$ cat src/rtl/mem_req_master.sv
// CPU-side request queue feeding the main memory rd_mem/wr_mem/ready_mem interface.
// One access in flight at a time; each strobe is held HOLD_CYCLES cycles, then a response cycle.
module mem_req_master #(
  parameter int AWIDTH      = 9,
  parameter int DWIDTH      = 8,
  parameter int FIFO_DEPTH  = 4,
  parameter int HOLD_CYCLES = 1
) (
  input  logic              clk,
  input  logic              reset_n,
  input  logic              req_valid,
  output logic              req_ready,
  input  logic              req_we,
  input  logic [AWIDTH-1:0] req_addr,
  input  logic [DWIDTH-1:0] req_wdata,
  output logic              resp_valid,
  output logic [DWIDTH-1:0] resp_rdata,
  output logic              wr_done,
  output logic              busy,
  output logic              proto_err,
  output logic              rd_mem,
  output logic              wr_mem,
  output logic [AWIDTH-1:0] addr_mem,
  output logic [DWIDTH-1:0] mem_wdata,
  input  logic [DWIDTH-1:0] mem_rdata,
  input  logic              ready_mem
);

  localparam int PW = $clog2(FIFO_DEPTH);
  localparam logic [2:0] HOLD_M1 = 3'(HOLD_CYCLES - 1);

  typedef struct packed {
    logic              we;
    logic [AWIDTH-1:0] addr;
    logic [DWIDTH-1:0] wdata;
  } req_t;

  typedef enum logic [1:0] {IDLE, RD_ACC, WR_ACC, RESP} state_t;

  req_t          fifo [FIFO_DEPTH];
  req_t          head;
  logic [PW-1:0] wr_ptr, rd_ptr;
  logic [PW:0]   count;
  logic          push, pop, in_acc, acc_end;
  state_t        state_q, state_d;
  logic [2:0]    hold_q, hold_d;
  logic          cur_we;

  assign req_ready  = (count != (PW+1)'(FIFO_DEPTH));
  assign push       = req_valid && req_ready;
  assign head       = fifo[rd_ptr];
  assign in_acc     = (state_q == RD_ACC) || (state_q == WR_ACC);
  assign acc_end    = in_acc && (state_d == RESP);
  assign resp_valid = (state_q == RESP) && !cur_we;
  assign wr_done    = (state_q == RESP) && cur_we;
  assign busy       = (state_q != IDLE) || (count != '0);

  always_comb begin
    state_d = state_q;
    hold_d  = hold_q;
    pop     = 1'b0;
    case (state_q)
      IDLE: if (count != '0 && ready_mem) begin
        pop     = 1'b1;
        hold_d  = HOLD_M1;
        state_d = head.we ? WR_ACC : RD_ACC;
      end
      RD_ACC, WR_ACC: begin
        if (hold_q == 3'd0) state_d = RESP;
        else                hold_d  = hold_q - 3'd1;
      end
      RESP:    state_d = IDLE;
      default: state_d = IDLE;
    endcase
  end

  // Queue storage needs no reset: pointers and count define what is valid.
  always_ff @(posedge clk) begin
    if (push) fifo[wr_ptr] <= '{we: req_we, addr: req_addr, wdata: req_wdata};
  end

  always_ff @(posedge clk) begin
    if (!reset_n) begin
      state_q    <= IDLE;
      hold_q     <= '0;
      wr_ptr     <= '0;
      rd_ptr     <= '0;
      count      <= '0;
      cur_we     <= 1'b0;
      rd_mem     <= 1'b0;
      wr_mem     <= 1'b0;
      addr_mem   <= '0;
      mem_wdata  <= '0;
      resp_rdata <= '0;
      proto_err  <= 1'b0;
    end else begin
      state_q <= state_d;
      hold_q  <= hold_d;
      count   <= count + (PW+1)'(push) - (PW+1)'(pop);
      if (push) wr_ptr <= wr_ptr + 1'b1;
      if (pop) begin
        rd_ptr    <= rd_ptr + 1'b1;
        cur_we    <= head.we;
        addr_mem  <= head.addr;
        mem_wdata <= head.wdata;
        rd_mem    <= !head.we;
        wr_mem    <= head.we;
      end
      // Memory drove data_out on the preceding negedge, so capture on the last strobe edge.
      if (acc_end) begin
        rd_mem <= 1'b0;
        wr_mem <= 1'b0;
        if (state_q == RD_ACC) resp_rdata <= mem_rdata;
      end
      if (in_acc && ready_mem) proto_err <= 1'b1;
    end
  end

endmodule
$ cat config.mk
export PLATFORM = sky130hd
export DESIGN_NAME = mem_req_master
export DESIGN_NICKNAME = d
export VERILOG_FILES = /design/src/rtl/mem_req_master.sv
export SDC_FILE = /design/constraint.sdc
export NUM_CORES = 1
export LEC_CHECK = 0
export CAP_MARGIN = 15
export CORE_MARGIN = 3
export CORE_UTILIZATION = 40
export CTS_BUF_LIST = sky130_fd_sc_hd__clkbuf_8
export CTS_CLUSTER_SIZE = 8
export DETAILED_ROUTE_END_ITERATION = 7
export PLACE_DENSITY_LB_ADDON = 0.15
export SETUP_SLACK_MARGIN = 0.5
export SLEW_MARGIN = 20
export SYNTH_ARGS = -nofsm -noshare
export SYNTH_HDL_FRONTEND = slang
export SYNTH_SLANG_ARGS = --single-unit
$ cat constraint.sdc
create_clock -name clk -period 5 [get_ports clk]
set_input_delay 1.25 -clock clk [delete_from_list [all_inputs] [get_ports clk]]
set_output_delay 1.25 -clock clk [all_outputs]
set_load 0.01 [all_outputs]
==> metrics.txt <==
sum of negative setup slack 0 ns; global route overflow 0; cts bufs inserted 17; Die Wd 113 um; clock root buffer clkbuf_8; # DRC 0; cell count after synthesis 316; Mapped Area 4540 um2; Final Setup Violations 0; critical path capture point type primary output; synthesis-stage register bit count 115; Tightest Pin Transition 1.07 ns; Final ANT Viol Nets 0; Startpoint Class flop; hold_buf cts 0; clock sinks 115; Leakage 1.93 nW; FMAX 289 MHz; Vias 2659; routed len/inst 16.4 um; register area share after synthesis 66.6%; Worst path slowest cell clkdlybuf4s50_1; Worst EP required 3.75 ns; period utilization 69.3%; FP Rows 38; gr usage total 15.0%; unrepaired setup endpoints after global routing false; syn_nets 359; DR iter-0 viols 172; Synth cell types 40; CTS H-tree lvls 4; largest net degree at the start of global routing 32; clk_lat worst skew 0.43 ns; CP Max Fanout 5; Via density 4.97; Worst path max stage delay 0.49 ns; DRT Wirelength 8.79 mm; maxcap violations 0; Worst path most repeated cell inv_1; RePlAce Congestion 0.691; synth-to-layout area growth 23.8%; relative slew slack 28.8%; Mapped Avg Cell Area 14.4 um2; CTS Buffer Depth 2; global-route wire length before repair 14.3 mm; post_cts resized 0; Data arrival, critical path 2.21 ns; Core Footprint 11000 um2; fill count 970; Finished Cell Area 5620 um2; initial antenna violation count 0; worst vdd ir 0.387 mV; DIE AREA 12700 um2; detailed placer's ending HPWL 5.29 mm; port buffer count 61; Post-layout nets 425; Post-CTS Setup Bufs 0; endpoints failing hold 0; commonest non-fill, non-tap cell in the layout edfxtp_1; minimum clock period 3.46 ns; # diodes 0; commonest cells after routing, fill and taps aside edfxtp_1 (72), clkdlybuf4s50_1 (61), nand2_1 (57); Reg clk slew, reported paths 0.06 ns; CP cell instances inv_1 > ha_1 > nor4b_2 > inv_1 > clkdlybuf4s50_1; iteration count of the initial detailed-routing pass 4; status finished, final reports clean; Slew Viols, Final 0; ratio of cells with drive above 1 in the final layout 13.2%; IO Count 62; Cell Pwr Density 505 nW/um2; initial core utilization 41.3%; Die Y 113 um; HP Class reg -> reg; vias in the first global route 2741; yosys warns 0; Worst Skew 0.00929 ns; DP Area 5280 um2; WS Path Type reg -> out; CTS tree yes
-- layer usage --
layer  global-route usage [%]  wire length (um)  up-vias
met5                        0                 0        -
met1                     18.3              3950     1300
met4                     7.21               127        0
met2                     24.5              4390       57
li1                         -                 -     1288
met3                     4.47               329       14
-- where the power goes --
group | total, mW | switching [mW] | internal, mW
Clock | 0.741 | 0.341 | 0.400
Sequential | 1.26 | 0.107 | 1.15
Combinational | 0.836 | 0.426 | 0.409
Total | 2.84 | 0.874 | 1.96
-- flip-flops by register name, indices dropped and copies added (netlist names), 2 cells and up, named ones only --
name,count
resp_rdata,8
addr_mem,9
fifo,72
hold_q,3
wr_ptr,2
count,3
mem_wdata,8
rd_ptr,2
state_q,2
-- kinds of logic (layout without fill, tap and decap cells) --
| family | after synthesis | in the layout | share of synthesized area (%) |
|---|---|---|---|
| DFF | 115 | 115 | 66.6 |
| muxes | 27 | 27 | 10.9 |
| adders and majority gates | 13 | 13 | 3.75 |
| and+or+nand+nor | 81 | 81 | 8.21 |
| buffers and inverters | 33 | 112 | 2.95 |
| xor gates and xnor gates | 3 | 3 | 0.579 |
| AOI/OAI and AO/OA | 44 | 44 | 7.00 |
-- Yosys cell counts --
master     instances  share of area (%)
a211oi_4           1               0.44
nand3_1            2               0.22
mux4_2            18                8.9
fa_1               1               0.44
and3b_1            1               0.19
and3_1             4               0.55
nor2_1             6               0.50
o311a_4            1               0.47
or3_1              1               0.14
and2_1             3               0.41
a21o_1             2               0.33
dfxtp_1           43                 19
o311ai_2           1               0.36
or4b_1             1               0.22
a2111oi_2          1               0.33
inv_1             17                1.4
buf_2              4               0.44
ha_1              12                3.3
a211o_2            1               0.22
o2111a_1           1               0.25
nor2b_1            1               0.14
o21ai_0            1               0.11
o31ai_1            3               0.50
or2b_1             1               0.17
buf_4              1               0.17
o31a_2             1               0.22
nor4b_2            1               0.33
clkbuf_1           8               0.66
xnor2_1            3               0.58
a21oi_1           26                2.9
clkbuf_2           1               0.11
nand2_1           57                4.7
or3b_4             1               0.25
mux2i_1            9                2.0
or3b_1             2               0.39
o2111ai_1          2               0.39
buf_1              2               0.17
edfxtp_1          72                 48
a211oi_1           2               0.33
a221oi_1           1               0.19
-- area by class of cell --
cell class / count / area [um2] / share of cell area, %
clock inverters: 13 / 80.1 / 1.42
clock buffers: 19 / 262 / 4.65
flip-flops and latches: 115 / 3020 / 53.8
inverters: 17 / 63.8 / 1.14
well taps: 140 / 175 / 3.12
repair buffers: 63 / 626 / 11.1
multi-input cells: 168 / 1390 / 24.8
-- critical path: cells and delay by family, from the launching register on --
kind,cells,cell delay (ns)
AND/OR/NAND/NOR,1,0.48
flip-flops,1,0.35
buffers and inverters,3,0.67
adder cells (fa/ha/maj),1,0.30
-- through the flow --
step                cells  total power [mW]  hold slack (ns)  setup slack (ns)  util [%]
finish                535              2.84            0.458              1.54      51.2
global route          535              3.02            0.483              1.30      51.2
detailed placement    503              2.12            0.449              1.40      48.1
floorplan             316              1.82            0.444              2.09         -
CTS                   535              2.88            0.461              1.51      51.2
global placement      503              2.11            0.441              1.49      48.1
-- worst paths after layout --
| path | start | slack, ns | cells past startpoint | to |
|---|---|---|---|---|
| min | resp_rdata[5] | 0.46 | 2 | resp_rdata[5] |
| max | state_q[0] | 1.54 | 5 | busy |
| min reg2reg | resp_rdata[5] | 0.46 | 2 | resp_rdata[5] |
| max reg2reg | count[1] | 2.21 | 8 | count[2] |
Note: power is estimated with default switching activity, not from simulation.
